### config.mk
export PLATFORM = sky130hd
export DESIGN_NAME = ad_c2h_packer
export DESIGN_NICKNAME = d
export VERILOG_FILES = /design/src/rtl/ad_c2h_packer.sv
export SDC_FILE = /design/constraint.sdc
export NUM_CORES = 2
export LEC_CHECK = 0
export CAP_MARGIN = 10
export CORE_AREA = 5 5 413 415
export CTS_BUF_LIST = sky130_fd_sc_hd__clkbuf_8
export DETAILED_ROUTE_END_ITERATION = 8
export DIE_AREA = 0 0 418 420
export DONT_BUFFER_PORTS = 1
export GPL_ROUTABILITY_DRIVEN = 0
export GPL_TIMING_DRIVEN = 0
export HOLD_SLACK_MARGIN = 0.15
export PLACE_DENSITY = 0.75
export SLEW_MARGIN = 20
export SYNTH_ARGS = -nofsm -noshare
export SYNTH_HDL_FRONTEND = slang
export SYNTH_SLANG_ARGS = --single-unit
### constraint.sdc
create_clock -name user_clk -period 17.6 [get_ports user_clk]
set_input_delay 3.52 -clock user_clk [delete_from_list [all_inputs] [get_ports user_clk]]
set_output_delay 3.52 -clock user_clk [all_outputs]
set_load 0.01 [all_outputs]
### src/rtl/ad_c2h_packer.sv
// Packs 32-bit ADC words into 128-bit AXI-Stream beats for the XDMA C2H channel.
// Optional header beat per packet when AD_C2H_HDR_EN is defined.
module ad_c2h_packer #(
  parameter int PKT_BEATS  = 256,
  parameter int FIFO_DEPTH = 16
) (
  input  logic         user_clk,
  input  logic         user_resetn,
  input  logic         en,
  input  logic [31:0]  ad_data,
  input  logic         ad_valid,
  input  logic         flush,
  output logic [127:0] c2h_tdata,
  output logic [15:0]  c2h_tkeep,
  output logic         c2h_tlast,
  output logic         c2h_tvalid,
  input  logic         c2h_tready,
  output logic         ovf,
  output logic [31:0]  pkt_cnt,
  output logic [1:0]   fsm_state
);

  localparam int AW = $clog2(FIFO_DEPTH);
  localparam logic [1:0] S_IDLE  = 2'd0;
  localparam logic [1:0] S_RUN   = 2'd1;
  localparam logic [1:0] S_FLUSH = 2'd2;
`ifdef AD_C2H_HDR_EN
  localparam logic [1:0] S_HDR   = 2'd3;
`endif
  localparam logic [15:0] LAST_BEAT = 16'(PKT_BEATS - 1);

  // Handshake: a beat transfers on the rising edge where c2h_tvalid && c2h_tready;
  // while c2h_tvalid && !c2h_tready the tdata/tkeep/tlast registers are held.

  logic [1:0]   state, state_nxt;
  logic [1:0]   pack_cnt;
  logic [95:0]  pack_data;
  logic [15:0]  beat_cnt;
  logic         en_q;
  logic         stg_valid, stg_last;
  logic [127:0] stg_data;
  logic [15:0]  stg_keep;
  logic [127:0] mem_data [FIFO_DEPTH];
  logic [15:0]  mem_keep [FIFO_DEPTH];
  logic         mem_last [FIFO_DEPTH];
  logic [AW-1:0] wr_ptr, rd_ptr;
  logic [AW:0]  fifo_cnt;
`ifdef AD_C2H_HDR_EN
  logic [31:0]  hdr_seq;
`endif

  logic accept, beat_done, beat_last;
  logic out_free, pop, fifo_rd, bypass, full, fifo_wr, drop;
  logic [15:0] partial_keep;

`ifdef AD_C2H_HDR_EN
  assign accept = ad_valid && (state == S_RUN || state == S_HDR);
`else
  assign accept = ad_valid && (state == S_RUN);
`endif
  assign beat_done = accept && (pack_cnt == 2'd3);
  assign beat_last = (beat_cnt == LAST_BEAT);
  assign fsm_state = state;

  // The output register counts as one of the FIFO_DEPTH entries of capacity.
  assign out_free = !c2h_tvalid || c2h_tready;
  assign pop      = c2h_tvalid && c2h_tready;
  assign fifo_rd  = out_free && (fifo_cnt != '0);
  assign bypass   = out_free && (fifo_cnt == '0) && stg_valid;
  assign full     = (fifo_cnt + (AW+1)'(c2h_tvalid)) == (AW+1)'(FIFO_DEPTH);
  assign fifo_wr  = stg_valid && !bypass && (!full || pop);
  assign drop     = stg_valid && !bypass && full && !pop;

  always_comb begin
    partial_keep = 16'h0FFF;
    case (pack_cnt)
      2'd1:    partial_keep = 16'h000F;
      2'd2:    partial_keep = 16'h00FF;
      default: partial_keep = 16'h0FFF;
    endcase
  end

  always_comb begin
    state_nxt = state;
    case (state)
`ifdef AD_C2H_HDR_EN
      S_IDLE:  if (en) state_nxt = S_HDR;
      S_RUN: begin
        if (flush || !en)            state_nxt = S_FLUSH;
        else if (beat_done && beat_last) state_nxt = S_HDR;
      end
      S_FLUSH: state_nxt = en ? S_HDR : S_IDLE;
      S_HDR:   state_nxt = (flush || !en) ? S_FLUSH : S_RUN;
`else
      S_IDLE:  if (en) state_nxt = S_RUN;
      S_RUN:   if (flush || !en) state_nxt = S_FLUSH;
      S_FLUSH: state_nxt = en ? S_RUN : S_IDLE;
`endif
      default: state_nxt = S_IDLE;
    endcase
  end

  always_ff @(posedge user_clk) begin
    if (fifo_wr) begin
      mem_data[wr_ptr] <= stg_data;
      mem_keep[wr_ptr] <= stg_keep;
      mem_last[wr_ptr] <= stg_last;
    end
  end

  always_ff @(posedge user_clk) begin
    if (!user_resetn) begin
      state      <= S_IDLE;
      en_q       <= 1'b0;
      pack_cnt   <= '0;
      pack_data  <= '0;
      beat_cnt   <= '0;
      stg_valid  <= 1'b0;
      stg_data   <= '0;
      stg_keep   <= '0;
      stg_last   <= 1'b0;
      wr_ptr     <= '0;
      rd_ptr     <= '0;
      fifo_cnt   <= '0;
      c2h_tdata  <= '0;
      c2h_tkeep  <= '0;
      c2h_tlast  <= 1'b0;
      c2h_tvalid <= 1'b0;
      ovf        <= 1'b0;
      pkt_cnt    <= '0;
`ifdef AD_C2H_HDR_EN
      hdr_seq    <= '0;
`endif
    end else begin
      state     <= state_nxt;
      en_q      <= en;
      stg_valid <= 1'b0;

      if (state == S_FLUSH) begin
        pack_cnt  <= '0;
        pack_data <= '0;
        beat_cnt  <= '0;
        if (pack_cnt != 2'd0) begin
          stg_valid <= 1'b1;
          stg_data  <= {32'h0, pack_data};
          stg_keep  <= partial_keep;
          stg_last  <= 1'b1;
        end else if (beat_cnt != 16'd0) begin
          stg_valid <= 1'b1;
          stg_data  <= '0;
          stg_keep  <= '0;
          stg_last  <= 1'b1;
        end
      end else if (accept) begin
        if (pack_cnt == 2'd3) begin
          stg_valid <= 1'b1;
          stg_data  <= {ad_data, pack_data};
          stg_keep  <= 16'hFFFF;
          stg_last  <= beat_last;
          pack_cnt  <= '0;
          pack_data <= '0;
          beat_cnt  <= beat_last ? 16'd0 : beat_cnt + 16'd1;
        end else begin
          pack_data[{pack_cnt, 5'b0} +: 32] <= ad_data;
          pack_cnt <= pack_cnt + 2'd1;
        end
      end

`ifdef AD_C2H_HDR_EN
      // At most one word can arrive in HDR, so no data beat competes for staging.
      if (state == S_HDR) begin
        stg_valid <= 1'b1;
        stg_data  <= {32'h0, 32'(PKT_BEATS), hdr_seq, 32'hADC0_0001};
        stg_keep  <= 16'hFFFF;
        stg_last  <= 1'b0;
        hdr_seq   <= hdr_seq + 32'd1;
      end
`endif

      if (drop || (state == S_FLUSH && ad_valid)) ovf <= 1'b1;
      else if (en && !en_q)                       ovf <= 1'b0;

      if (fifo_rd) begin
        c2h_tdata  <= mem_data[rd_ptr];
        c2h_tkeep  <= mem_keep[rd_ptr];
        c2h_tlast  <= mem_last[rd_ptr];
        c2h_tvalid <= 1'b1;
        rd_ptr     <= rd_ptr + 1'b1;
      end else if (bypass) begin
        c2h_tdata  <= stg_data;
        c2h_tkeep  <= stg_keep;
        c2h_tlast  <= stg_last;
        c2h_tvalid <= 1'b1;
      end else if (out_free) begin
        c2h_tvalid <= 1'b0;
      end

      if (fifo_wr) wr_ptr <= wr_ptr + 1'b1;
      case ({fifo_wr, fifo_rd})
        2'b10:   fifo_cnt <= fifo_cnt + 1'b1;
        2'b01:   fifo_cnt <= fifo_cnt - 1'b1;
        default: fifo_cnt <= fifo_cnt;
      endcase

      if (pop && c2h_tlast) pkt_cnt <= pkt_cnt + 32'd1;
    end
  end

endmodule

==> flow_summary.yaml <==
setup_path:
  critical_path_depth: 11
  cp-start-kind: "input pin"
  crit_slowest_cell: "nor4b_2"
  path_max_fanout: 8
  crit_required_ns: 18.34
  rrSetupSlack_ns: 12.13
  cp-end-kind: "register"
  worstSetupPathType: "input pin to register"
  r2r_start: "c2h_tvalid"
  cp_cell_sequence: "a31oi_1, a32oi_4, nor4b_2, buf_2, buf_2, buf_2, buf_2, buf_2, buf_2, buf_2, buf_2"
  cp-startpoint: "c2h_tready"
  cp-endpoint: "mem_data[0][30]"
  r2r-end: "mem_data[0][30]"
  cp_common_cell: "buf_2"
  slowest_delay_ns: 0.82
  ff2ff_path_depth: 15
  cp.arrival_ns: 7.11
  crit_family: "buffers and inverters"
  worstPathBufferInverterCount: 8
timing:
  period_needed_ns: 6.37
  fmax_mhz: 157
  setup_viol: 0
  fin_hold_ws_ns: 0.457
  min_period_over_period: 0.362
  slew_headroom: 0.204
  rsz0062_at_grt: "false"
  worstMarginPinSlew_ns: 1.19
  clock_skew_ns: 0.0754
  setup_slack_ns: 11.23
  final_max_slew_viol_count: 0
  hold_violations: 0
finish:
  fin_area_um2: 111000
  drive_above_1_share: 0.269
  syn2layout_area_growth_pct: 14.1
  fin_util: 0.669
  layout.nets: 5991
logic_synthesis:
  yosysSeqAreaShare: 0.744
  synth_top_area_frac: 0.655
  ys.flop_type: "edfxtp_1"
  netlist_area_um2: 97500
  yosys-top-cells-area: "edfxtp_1 66%, mux4_2 12%, dfxtp_1 8.9%, mux2i_1 2.8%, nand2_1 1.5%"
  postSynthAreaPerCell_um2: 18.9
  yosysMostFrequentCell: "edfxtp_1"
  yosysTopAreaCell: "edfxtp_1"
  synth-seq-cells: 2563
  syn_nets: 5228
  synth_cell_types: 64
  async_flop_share: 0
  postSynthCellCount: 5169
  yosys_warnings: 0
  synth_edf_count: 2128
  netlist_top_cells_count: "2,128 x edfxtp_1, 532 x mux4_2, 435 x dfxtp_1"
detailed_routing:
  drt_wl_total_mm: 268
  viasPerCell: 6.49
  post_drt_wl_per_cell_um: 31.6
  vias: 55000
  first_iter_violations: 7767
  drc: 0
  ant_nets: 1
  firstDrtPassIters: 6
die:
  dieArea_um2: 176000
  start_util: 0.587
  die-width_um: 418
  chipHeight_um: 420
  ios: 219
  rows: 150
  core_um2: 166000
power_and_ir_drop:
  p_leak_nw: 39.2
  power_density_nw_per_um2: 128
  vdd_drop_max_v: 0.0000988
global_routing:
  antenna_found_initial: 6
  grt_util_met2: 0.472
  grt_pass1_wl_mm: 385
  grt_busiest_layer: "met2"
  grt_max_degree: 20
  first_global_vias: 55500
  met1_usage: 0.407
  grt-ovfl-total: 0
  grt.met3_usage: 0.0817
  grt_use_total: 0.306
clock_network:
  holdBufCountCts: 0
  cts.sinks: 2563
  cts-buffers-inserted: 403
  cts_tree: "built"
  cts_max_level: 5
  clockBufferDepth: 4
  path_clk_slew_ns: 0.06
  clk-insertion-delay-late_ns: 1.11
  cts-root-buf: "clkbuf_8"
  cts_setup_buffers: 0
  cts_resized: 0
place:
  dp_hpwl_mm: 182
  dpl_cell_area_um2: 104000
  io_buffers: 0
  dp_slack_ns: 10.24
min_path:
  min_path_type: "register to register"
  min_path_cells: 2
run:
  drv_cap: 0
status:
  status: "finished, violations left"
  violations: "antenna violations"
==> cells in the final DEF (no fill, tap or decap), types with 108 or more instances in the layout <==
cell type,n
edfxtp_1,2128
a21oi_1,276
dfxtp_1,435
mux2i_1,277
clkbuf_1,110
nand2_1,402
inv_1,147
buf_4,235
buf_2,216
mux4_2,532
a22o_1,162
nor2_1,132
a211oi_1,108
clkbuf_8,466
==> through the flow <==
| step | TNS, ns | power (mW) | std cells |
|---|---|---|---|
| 6_report | 0 | 14.3 | 8474 |
| 5_1_grt | 0 | 14.8 | 8458 |
| 4_1_cts | 0 | 14.3 | 8455 |
| 3_5_place_dp | 0 | 9.58 | 7731 |
| 3_3_place_gp | - | 9.52 | 7373 |
| 2_1_floorplan | -401.57 | 8.64 | 5169 |
==> report_power, final <==
part | switching, mW | total, mW | internal (mW)
combinational | 1.52 | 2.57 | 1.05
sequential | 0.254 | 6.88 | 6.63
clock | 2.30 | 4.81 | 2.51
==> registers in the layout, indices dropped and copies added, names as in the netlist, named ones only <==
| name | cells |
|---|---|
| stg_last | 1 |
| fifo_cnt | 5 |
| stg_data | 128 |
| pkt_cnt | 32 |
| mem_keep | 64 |
| c2h_tkeep | 4 |
| beat_cnt | 16 |
| rd_ptr | 4 |
| pack_cnt | 2 |
| pack_data | 96 |
| stg_valid | 1 |
| c2h_tdata | 128 |
| en_q | 1 |
| fsm_state | 2 |
| ovf | 1 |
| stg_keep | 4 |
| mem_last | 16 |
| c2h_tvalid | 1 |
| c2h_tlast | 1 |
| mem_data | 2048 |
| wr_ptr | 4 |
==> layer usage <==
metal  up-vias  part of all wire
met5         -          0.000049
met4         2             0.054
met3       654              0.12
met2      3845              0.47
met1     28100              0.35
li1      22400                 -
==> layout make-up <==
cell class / count / area [µm²]
Sequential cell: 2563 / 72600
Fill cell: 10600 / 55000
Multi-Input combinational cell: 2250 / 23300
Buffer: 341 / 1700
Clock inverter: 258 / 1270
Antenna cell: 19 / 47.5
Tap cell: 2204 / 2760
Inverter: 15 / 58.8
Clock buffer: 466 / 6410
Timing Repair Buffer: 358 / 3150
==> logic make-up after synthesis <==
group | share of synthesized area
xor gates and xnor gates | 0.00422
muxes | 0.151
adders and majority gates | 0.00269
DFF | 0.744
and+or+nand+nor | 0.0317
AOI/OAI and AO/OA | 0.0478
buffers and inverters | 0.0178
==> how the worst min path moves through the flow <==
stage | from | to | slack, ns
final | pack_data[9] | stg_data[9] | 0.46
after floorplan | pack_data[0] | pack_data[0] | 0.43
after global routing | pack_data[9] | stg_data[9] | 0.46
after detailed placement | pack_data[0] | pack_data[0] | 0.45
after CTS | pack_data[5] | stg_data[5] | 0.45
after global placement | pack_data[2] | pack_data[2] | 0.45
==> worst reg2reg max path, cell delays in order (launching register included) <==
cell and delay [ns]:
dfxtp_1 0.86, ha_1 0.32, ha_1 0.17, nor2_1 0.05, a21oi_1 0.21, o21a_1 0.29
a32oi_4 0.22, nor4b_2 0.83, buf_2 0.36, buf_2 0.26, buf_2 0.26, buf_2 0.30
buf_2 0.28, buf_2 0.25, buf_2 0.26, buf_2 0.23
Note: power is estimated with default switching activity, not from simulation.
